File: config.mk
export PLATFORM = sky130hd
export DESIGN_NAME = cc_levelsequencer_p2_flat
export DESIGN_NICKNAME = d
export VERILOG_FILES = /design/src/rtl/cc_levelsequencer_p2_if.sv /design/src/rtl/cc_levelsequencer_p2.sv /design/src/flat_wrapper.sv
export SDC_FILE = /design/constraint.sdc
export NUM_CORES = 1
export LEC_CHECK = 0
export ABC_CLOCK_PERIOD_IN_PS = 3240
export CAP_MARGIN = 20
export CORE_MARGIN = 1
export CORE_UTILIZATION = 50
export DETAILED_ROUTE_END_ITERATION = 8
export PLACE_DENSITY = 0.72
export SLEW_MARGIN = 10
export SYNTH_ARGS = -nofsm -noshare
export SYNTH_HDL_FRONTEND = slang
export SYNTH_SLANG_ARGS = --single-unit
File: constraint.sdc
create_clock -name CC_LEVELSEQUENCER_P2_CLOCK_50 -period 3.24 [get_ports CC_LEVELSEQUENCER_P2_CLOCK_50]
set_input_delay 0.324 -clock CC_LEVELSEQUENCER_P2_CLOCK_50 [delete_from_list [all_inputs] [get_ports CC_LEVELSEQUENCER_P2_CLOCK_50]]
set_output_delay 0.324 -clock CC_LEVELSEQUENCER_P2_CLOCK_50 [all_outputs]
set_load 0.05 [all_outputs]
File: src/rtl/cc_levelsequencer_p2_if.sv
// cc_levelsequencer_p2_if: control inputs and row/level outputs of the player-2 level sequencer
interface cc_levelsequencer_p2_if;
  logic       CC_LEVELSEQUENCER_P2_Start_In;
  logic       CC_LEVELSEQUENCER_P2_Tick_In;
  logic       CC_LEVELSEQUENCER_P2_Pause_In;
  logic       CC_LEVELSEQUENCER_P2_Crash_In;
  logic [4:0] CC_LEVELSEQUENCER_P2_Progress;
  logic [2:0] CC_LEVELSEQUENCER_P2_Current;
  logic       CC_LEVELSEQUENCER_P2_RowValid;
  logic       CC_LEVELSEQUENCER_P2_LevelDone;
  logic       CC_LEVELSEQUENCER_P2_Win;
  modport master (
    output CC_LEVELSEQUENCER_P2_Start_In, CC_LEVELSEQUENCER_P2_Tick_In,
           CC_LEVELSEQUENCER_P2_Pause_In, CC_LEVELSEQUENCER_P2_Crash_In,
    input  CC_LEVELSEQUENCER_P2_Progress, CC_LEVELSEQUENCER_P2_Current,
           CC_LEVELSEQUENCER_P2_RowValid, CC_LEVELSEQUENCER_P2_LevelDone, CC_LEVELSEQUENCER_P2_Win
  );
  modport slave (
    input  CC_LEVELSEQUENCER_P2_Start_In, CC_LEVELSEQUENCER_P2_Tick_In,
           CC_LEVELSEQUENCER_P2_Pause_In, CC_LEVELSEQUENCER_P2_Crash_In,
    output CC_LEVELSEQUENCER_P2_Progress, CC_LEVELSEQUENCER_P2_Current,
           CC_LEVELSEQUENCER_P2_RowValid, CC_LEVELSEQUENCER_P2_LevelDone, CC_LEVELSEQUENCER_P2_Win
  );
endinterface

File: src/rtl/cc_levelsequencer_p2.sv
// cc_levelsequencer_p2: steps row/level codes for player 2 on scroll ticks, with gap rows, crash rewind and win
module cc_levelsequencer_p2 #(
  parameter int TICKS_PER_ROW = 4,
  parameter int LV1_LEN = 10,
  parameter int LV2_LEN = 15,
  parameter int LV3_LEN = 20,
  parameter int LEVEL_GAP = 3,
  parameter int REWIND = 2
) (
  input logic CC_LEVELSEQUENCER_P2_CLOCK_50,
  input logic CC_LEVELSEQUENCER_P2_RESET_InHigh,
  cc_levelsequencer_p2_if.slave bus
);
  typedef enum logic [1:0] {IDLE, RUN, GAP, WIN} state_t;
  state_t state;
  logic [7:0] cnt;
  logic [2:0] gap;
  logic [4:0] prog, len, rew_sat;
  logic [2:0] cur;
  logic row_valid, level_done, win, tick_ok, adv, start;
  logic signed [5:0] rew;
  always_comb begin
    start = bus.CC_LEVELSEQUENCER_P2_Start_In;
    len = cur == 3'd4 ? 5'(LV2_LEN) : cur == 3'd6 ? 5'(LV3_LEN) : 5'(LV1_LEN);
    tick_ok = bus.CC_LEVELSEQUENCER_P2_Tick_In && !bus.CC_LEVELSEQUENCER_P2_Pause_In;
    adv = tick_ok && cnt == 8'(TICKS_PER_ROW - 1);
    rew = $signed({1'b0, prog}) - $signed(6'(REWIND));
    rew_sat = rew < 6'sd1 ? 5'd1 : 5'(rew);
  end
  always_ff @(posedge CC_LEVELSEQUENCER_P2_CLOCK_50) begin
    if (CC_LEVELSEQUENCER_P2_RESET_InHigh) begin
      state <= IDLE;
      cnt <= '0;
      gap <= '0;
      prog <= '0;
      cur <= '0;
      row_valid <= 1'b0;
      level_done <= 1'b0;
      win <= 1'b0;
    end else begin
      row_valid <= 1'b0;
      level_done <= 1'b0;
      case (state)
        IDLE, WIN: begin
          cnt <= '0;
          if (start) begin
            state <= RUN;
            cur <= 3'd2;
            prog <= 5'd1;
            row_valid <= 1'b1;
            win <= 1'b0;
          end
        end
        RUN: begin
          if (bus.CC_LEVELSEQUENCER_P2_Crash_In) begin
            cnt <= '0;
            prog <= rew_sat;
            row_valid <= rew_sat != prog;
          end else begin
            if (tick_ok) cnt <= adv ? 8'd0 : cnt + 8'd1;
            if (adv) begin
              row_valid <= 1'b1;
              if (prog < len) prog <= prog + 5'd1;
              else begin
                level_done <= 1'b1;
                prog <= '0;
                if (cur == 3'd6) begin
                  state <= WIN;
                  cur <= '0;
                  win <= 1'b1;
                end else begin
                  state <= GAP;
                  gap <= 3'd1;
                end
              end
            end
          end
        end
        GAP: begin
          if (tick_ok) cnt <= adv ? 8'd0 : cnt + 8'd1;
          if (adv) begin
            row_valid <= 1'b1;
            if (gap < 3'(LEVEL_GAP)) gap <= gap + 3'd1;
            else begin
              state <= RUN;
              cur <= cur + 3'd2;
              prog <= 5'd1;
              gap <= '0;
            end
          end
        end
        default: state <= IDLE;
      endcase
    end
  end
  assign bus.CC_LEVELSEQUENCER_P2_Progress = prog;
  assign bus.CC_LEVELSEQUENCER_P2_Current = cur;
  assign bus.CC_LEVELSEQUENCER_P2_RowValid = row_valid;
  assign bus.CC_LEVELSEQUENCER_P2_LevelDone = level_done;
  assign bus.CC_LEVELSEQUENCER_P2_Win = win;
endmodule
File: src/flat_wrapper.sv
// flat-port wrapper written by rule: the top's interface ports become plain ports
module cc_levelsequencer_p2_flat 
#(
  parameter int TICKS_PER_ROW = 4,
  parameter int LV1_LEN = 10,
  parameter int LV2_LEN = 15,
  parameter int LV3_LEN = 20,
  parameter int LEVEL_GAP = 3,
  parameter int REWIND = 2
)
  (CC_LEVELSEQUENCER_P2_CLOCK_50, CC_LEVELSEQUENCER_P2_RESET_InHigh, bus_CC_LEVELSEQUENCER_P2_Start_In, bus_CC_LEVELSEQUENCER_P2_Tick_In, bus_CC_LEVELSEQUENCER_P2_Pause_In, bus_CC_LEVELSEQUENCER_P2_Crash_In, bus_CC_LEVELSEQUENCER_P2_Progress, bus_CC_LEVELSEQUENCER_P2_Current, bus_CC_LEVELSEQUENCER_P2_RowValid, bus_CC_LEVELSEQUENCER_P2_LevelDone, bus_CC_LEVELSEQUENCER_P2_Win);
  cc_levelsequencer_p2_if bus_i ();
  input logic CC_LEVELSEQUENCER_P2_CLOCK_50;
  input logic CC_LEVELSEQUENCER_P2_RESET_InHigh;
  input wire logic [$bits(bus_i.CC_LEVELSEQUENCER_P2_Start_In)-1:0] bus_CC_LEVELSEQUENCER_P2_Start_In;
  input wire logic [$bits(bus_i.CC_LEVELSEQUENCER_P2_Tick_In)-1:0] bus_CC_LEVELSEQUENCER_P2_Tick_In;
  input wire logic [$bits(bus_i.CC_LEVELSEQUENCER_P2_Pause_In)-1:0] bus_CC_LEVELSEQUENCER_P2_Pause_In;
  input wire logic [$bits(bus_i.CC_LEVELSEQUENCER_P2_Crash_In)-1:0] bus_CC_LEVELSEQUENCER_P2_Crash_In;
  output wire logic [$bits(bus_i.CC_LEVELSEQUENCER_P2_Progress)-1:0] bus_CC_LEVELSEQUENCER_P2_Progress;
  output wire logic [$bits(bus_i.CC_LEVELSEQUENCER_P2_Current)-1:0] bus_CC_LEVELSEQUENCER_P2_Current;
  output wire logic [$bits(bus_i.CC_LEVELSEQUENCER_P2_RowValid)-1:0] bus_CC_LEVELSEQUENCER_P2_RowValid;
  output wire logic [$bits(bus_i.CC_LEVELSEQUENCER_P2_LevelDone)-1:0] bus_CC_LEVELSEQUENCER_P2_LevelDone;
  output wire logic [$bits(bus_i.CC_LEVELSEQUENCER_P2_Win)-1:0] bus_CC_LEVELSEQUENCER_P2_Win;
  assign bus_i.CC_LEVELSEQUENCER_P2_Start_In = bus_CC_LEVELSEQUENCER_P2_Start_In;
  assign bus_i.CC_LEVELSEQUENCER_P2_Tick_In = bus_CC_LEVELSEQUENCER_P2_Tick_In;
  assign bus_i.CC_LEVELSEQUENCER_P2_Pause_In = bus_CC_LEVELSEQUENCER_P2_Pause_In;
  assign bus_i.CC_LEVELSEQUENCER_P2_Crash_In = bus_CC_LEVELSEQUENCER_P2_Crash_In;
  assign bus_CC_LEVELSEQUENCER_P2_Progress = bus_i.CC_LEVELSEQUENCER_P2_Progress;
  assign bus_CC_LEVELSEQUENCER_P2_Current = bus_i.CC_LEVELSEQUENCER_P2_Current;
  assign bus_CC_LEVELSEQUENCER_P2_RowValid = bus_i.CC_LEVELSEQUENCER_P2_RowValid;
  assign bus_CC_LEVELSEQUENCER_P2_LevelDone = bus_i.CC_LEVELSEQUENCER_P2_LevelDone;
  assign bus_CC_LEVELSEQUENCER_P2_Win = bus_i.CC_LEVELSEQUENCER_P2_Win;
  cc_levelsequencer_p2 #(.TICKS_PER_ROW(TICKS_PER_ROW), .LV1_LEN(LV1_LEN), .LV2_LEN(LV2_LEN), .LV3_LEN(LV3_LEN), .LEVEL_GAP(LEVEL_GAP), .REWIND(REWIND)) u_core (.CC_LEVELSEQUENCER_P2_CLOCK_50(CC_LEVELSEQUENCER_P2_CLOCK_50), .CC_LEVELSEQUENCER_P2_RESET_InHigh(CC_LEVELSEQUENCER_P2_RESET_InHigh), .bus(bus_i));
endmodule
# Word level (Yosys, flattened, before mapping)
# Index checks and enable logic that the tools add are counted.
# totals
register_bits	24
out_inout_bits	11
# classes
add_sub_neg	5
n_lt_le_gt_ge	3
eq_ne	16
mux	48
bitwise_logic	2
reduce_logical	13
# ops
operator	count
5-bit two-way mux	9
3-bit two-way mux	13
8-bit two-way mux	3
8-bit case mux with 3 select lines	1
6-bit AND reduction	3
5-bit case mux with 3 select lines	1
2-bit two-way mux	6
1-bit two-way mux	10
2-bit != test (second input constant)	5
3-bit case mux with 3 select lines	1
8-bit by 1-bit adder with 8-bit output (second input constant)	1
8-bit by 2-bit equality test with 1-bit output (second input constant)	1
7-bit AND reduction	1
3-bit equality test (second input constant)	2
6-bit by 2-bit less-than comparator with 1-bit output (second input constant)	1
2-bit by 1-bit != test with 1-bit output (second input constant)	3
2-bit case mux with 3 select lines	1
3-bit case mux with 2 select lines	1
5-bit by 2-bit subtractor with 6-bit output (second input constant)	1
5-bit by 1-bit adder with 5-bit output (second input constant)	1
5-bit less-than comparator	1
5-bit != test	1
2-bit equality test (second input constant)	2
4-bit AND reduction	1
14 further kinds	17

# Depth between registers and ports, before layout
# depth
word_depth	8
depth_mapped	9
depth_no_buf	9

# Worst setup path after synthesis
# No wires, ideal clock.
# synth_timing
path_type	register -> register
startpoint	reg u_core.cur[1], in the netlist u_core.bus.CC_LEVELSEQUENCER_P2_Current[1]
endpoint	reg u_core.cur[2], in the netlist u_core.bus.CC_LEVELSEQUENCER_P2_Current[2]
arrival_ps	2353
required_ps	3124
setup_slack_ps	771
stages_incl_launch_ff	8
path_buffers	0
synth_period_minus_slack_ps	2469
path_cell_list	dfxtp_1 ha_1 inv_1 ha_1 nand3_1 o311a_1 or3_1 a31o_1
# synth_between
elab_chain_cells	6
word_cells_on_any_way	12
cone_classes	add/sub: 1; order compare: 1; eq/ne: 4; mux: 5; reduce/logical: 1
# synth_rtl
element	line	rtl
from (decl)	cc_levelsequencer_p2.sv:19	logic [2:0] cur;
from (signal assigned)	cc_levelsequencer_p2.sv:86	cur <= cur + 3'd2;
3-bit equality test	cc_levelsequencer_p2.sv:24, cc_levelsequencer_p2.sv:67	
5-bit two-way mux (2 in a row)	cc_levelsequencer_p2.sv:24	len = cur == 3'd4 ? 5'(LV2_LEN) : cur == 3'd6 ? 5'(LV3_LEN) : 5'(LV1_LEN);
5-bit less-than comparator	cc_levelsequencer_p2.sv:63	if (prog < len) prog <= prog + 5'd1;
2-bit != test (no source line)	n/a	
7-bit AND reduction (no source line)	n/a	
# Several ways; a longest one is shown, not always the timed one. The select of a mux whose other input is x is not followed.
# A chain may end at the register's enable or synchronous reset.

# Worst setup path after layout
# layout_timing
startpoint	reg u_core.cur[1], in the netlist u_core.bus.CC_LEVELSEQUENCER_P2_Current[1]
endpoint	reg u_core.gap[2]
# layout_between
elab_chain_cells	6
word_cells_on_any_way	8
cone_classes	order compare: 1; eq/ne: 4; mux: 2; reduce/logical: 1
# layout_rtl
element	line	rtl
3-bit equality test	cc_levelsequencer_p2.sv:24, cc_levelsequencer_p2.sv:67	
5-bit two-way mux (2 in a row)	cc_levelsequencer_p2.sv:24	
5-bit less-than comparator	cc_levelsequencer_p2.sv:63	
2-bit != test (no source line)	n/a	
6-bit AND reduction (no source line) (*)	n/a	
to (signal assigned)	cc_levelsequencer_p2.sv:83	if (gap < 3'(LEVEL_GAP)) gap <= gap + 3'd1;
to (decl)	cc_levelsequencer_p2.sv:17	logic [2:0] gap;
# Every way passes the cells marked *; elsewhere a longest branch is shown, timed or not.

==> run_results.csv <==
group,metric,value,unit
synthesis,ys_seq_area_frac,0.291,
clock_tree,cts_resized,0,
sta,fin_crit,2.48,ns
layout,area_delta_synth_final,12.7,%
floorplan,row_count,20,
placed_design,place.gp.congestion,0.867,
worst_setup_path,arrival,2.68,ns
worst_setup_path,path_buf_inv,1,
synthesis,synth-main-ff-cell,"dfxtp_1",
layout,fill_cells,275,
worst_setup_path,critical_path.top_delay_family,"compound AO/OA/AOI/OAI gates",
placed_design,io_buffers,15,
sta,whs,0.502,ns
sta,finalCritPeriodShare,0.765,
global_route,grt_pass1_wl,6340,um
layout,drive_above_1_share,0.0433,
clock_tree,numCtsBuffers,3,
synthesis,yosysMostFrequentCell,"dfxtp_1",
synthesis,ys_top_cells_by_count,"23 x dfxtp_1, 19 x nand2_1, 15 x inv_1",
worst_setup_path,critPathLaunchType,"flop",
routing,viasPerCell,5.94,
global_route,track_usage,0.241,
worst_setup_path,crit_cells,7,
min_path,min_from,"u_core.bus.CC_LEVELSEQUENCER_P2_Win",
sta,fmax,404,MHz
floorplan,die_h,58.2,um
synthesis,synthCells,197,
min_path,min_path_type,"flop to flop",
layout,final_core_util,0.588,
synthesis,synthesis.area,1580,um^2
synthesis,yosysTopAreaCell,"dfxtp_1",
sta,slew_headroom,0.577,
worst_setup_path,cpMaxStageDelayCell,"o31ai_1",
sta,clock_skew,0.00340,ns
synthesis,synth.avg_cell_area,8.02,um^2
sta,final-setup-viol-count,0,
routing,num_vias,1496,
clock_tree,cts_max_path_buffers,2,
power_and_ir_drop,worst_ir_drop_vdd,0.000312,V
synthesis,yosysUniqueCellTypes,51,
clock_tree,cts_setup_buffers,0,
global_route,grt_overflow,0,
sta,setup_tns,0,ns
floorplan,io_pins,17,
placed_design,dp_hpwl,2710,um
worst_setup_path,crit_required,3.44,ns
power_and_ir_drop,power.density,379,nW/um^2
layout,nets,229,
clock_tree,cts_hold_buf,0,
worst_setup_path,crit_path_frequent_cell,"ha_1",
worst_setup_path,r2r-start,"u_core.bus.CC_LEVELSEQUENCER_P2_Current[1]",
min_path,worstHoldPathCells,2,
synthesis,ys_seq_elements,23,
clock_tree,h-tree-depth,1,
floorplan,dieArea,3390,um^2
routing,drtPass1Iterations,4,
worst_setup_path,end_kind,"flop",
global_route,grt_pass1_vias,1399,
clock_tree,clock-sinks,23,
routing,route.detailed.drc,0,
worst_setup_path,slowest_delay,0.56,ns
floorplan,die_width,58.2,um
power_and_ir_drop,finalPower,675,uW
worst_setup_path,startpoint,"u_core.bus.CC_LEVELSEQUENCER_P2_Current[1]",
synthesis,synth_area_leaders,"dfxtp_1 29%, ha_1 11%, nand2_1 4.5%",
layout,antenna_cells,0,
routing,wire_per_inst,14.0,um
clock_tree,clockRootBuffer,"clkbuf_4",
synthesis,async_flop_share,0,
global_route,antenna_found_initial,0,
synthesis,yosysWarnings,0,
layout,fin_cells,252,
clock_tree,clock_latency,0.32,ns
power_and_ir_drop,p_leak,0.674,nW
sta,rsz0062_at_grt,"false",
routing,drt-total-wl,3540,um
routing,drt_iter0_drc,81,
worst_setup_path,setup.worst_path.class,"flop to flop",
sta,worstMarginPinSlew,0.630,ns
run_status,outcome,"completed",
sta,hold_viol_final,0,
floorplan,start_util,0.522,
synthesis,syn_nets,217,
clock_tree,cts_tree,"yes",
worst_setup_path,reg2regPathDepth,7,
synthesis,synth_top_area_frac,0.291,
global_route,grt_max_degree,14,
routing,ant_nets,0,
worst_setup_path,path_cells,"ha_1 -> inv_1 -> ha_1 -> nand3_1 -> o31ai_1 -> a21oi_1 -> mux2i_1",
floorplan,core_area,3030,um^2
sta,slew_viol_final,0,
clock_tree,path_clk_slew,0.13,ns
placed_design,dpl.cell_count,248,
synthesis,synth_edf_count,0,
job,drv_cap,0,
worst_setup_path,path_max_fanout,6,
cell usage in the layout, fill, tap and decap left out, types with 6 or more instances in the layout:
cell and n:
nor2_1 14, ha_1 14, nand2_1 19, dfxtp_1 23
a21oi_1 9, o21ai_0 6, clkdlybuf4s50_1 15, inv_1 15
registers in the layout, summed over array words and instances (netlist names):
register                                   count
u_core.gap                                     3
u_core.bus.CC_LEVELSEQUENCER_P2_LevelDone      1
u_core.cnt                                     8
u_core.bus.CC_LEVELSEQUENCER_P2_RowValid       1
u_core.bus.CC_LEVELSEQUENCER_P2_Win            1
u_core.bus.CC_LEVELSEQUENCER_P2_Current        2
u_core.bus.CC_LEVELSEQUENCER_P2_Progress       5
u_core.state                                   2
kinds of logic (layout without fill, tap and decap cells):
family	after synthesis	in the layout	share of synthesized area
AND/OR/NAND/NOR	75	75	0.249
adder cells (fa/ha/maj)	14	14	0.111
buffers and inverters	24	35	0.0602
flip-flops	23	23	0.291
multiplexers	4	4	0.0253
other	1	1	0.00237
XOR/XNOR	7	7	0.0388
AO/OA/AOI/OAI	49	49	0.222
metal layers:
metal / up-vias / part of all wire / global-route usage
met5: - / 0 / 0
met4: 0 / 0.025 / 0.0952
met3: 10 / 0.048 / 0.0402
li1: 741 / - / -
met1: 696 / 0.49 / 0.340
met2: 49 / 0.44 / 0.366
power breakdown:
part           internal (mW)  switching (mW)
clock network         0.0462          0.0906
logic                 0.0817           0.138
registers              0.298          0.0213
total                  0.426           0.250
worst min-delay path, stage by stage, from the launching register on:
cell	delay (ns)
dfxtp_1	0.35
nand2_1	0.06
a21oi_1	0.06
metrics by stage:
stage / setup slack [ns] / cell area [um^2]
finish: 0.762 / 1780
detailed placement: 0.747 / 1750
floorplan: 0.771 / 1580
global placement: 0.833 / 1750
global route: 0.505 / 1780
CTS: 0.789 / 1780
final cells by class:
type	instances	area [um^2]	share of cell area
flip-flops and latches	23	460	0.258
inverters	15	56.3	0.0316
multi-input cells	150	1020	0.575
clock inverters	1	5.00	0.00281
clock buffers	3	22.5	0.0126
well taps	44	55.1	0.0309
repair buffers	16	158	0.0885
worst paths after layout:
kind	to	slack (ns)
worst max-delay path	u_core.gap[2]	0.76
worst min-delay path	u_core.bus.CC_LEVELSEQUENCER_P2_Win	0.50
worst max register to register	u_core.gap[2]	0.76
worst min register to register	u_core.bus.CC_LEVELSEQUENCER_P2_Win	0.50
Note: power is estimated with default switching activity, not from simulation.
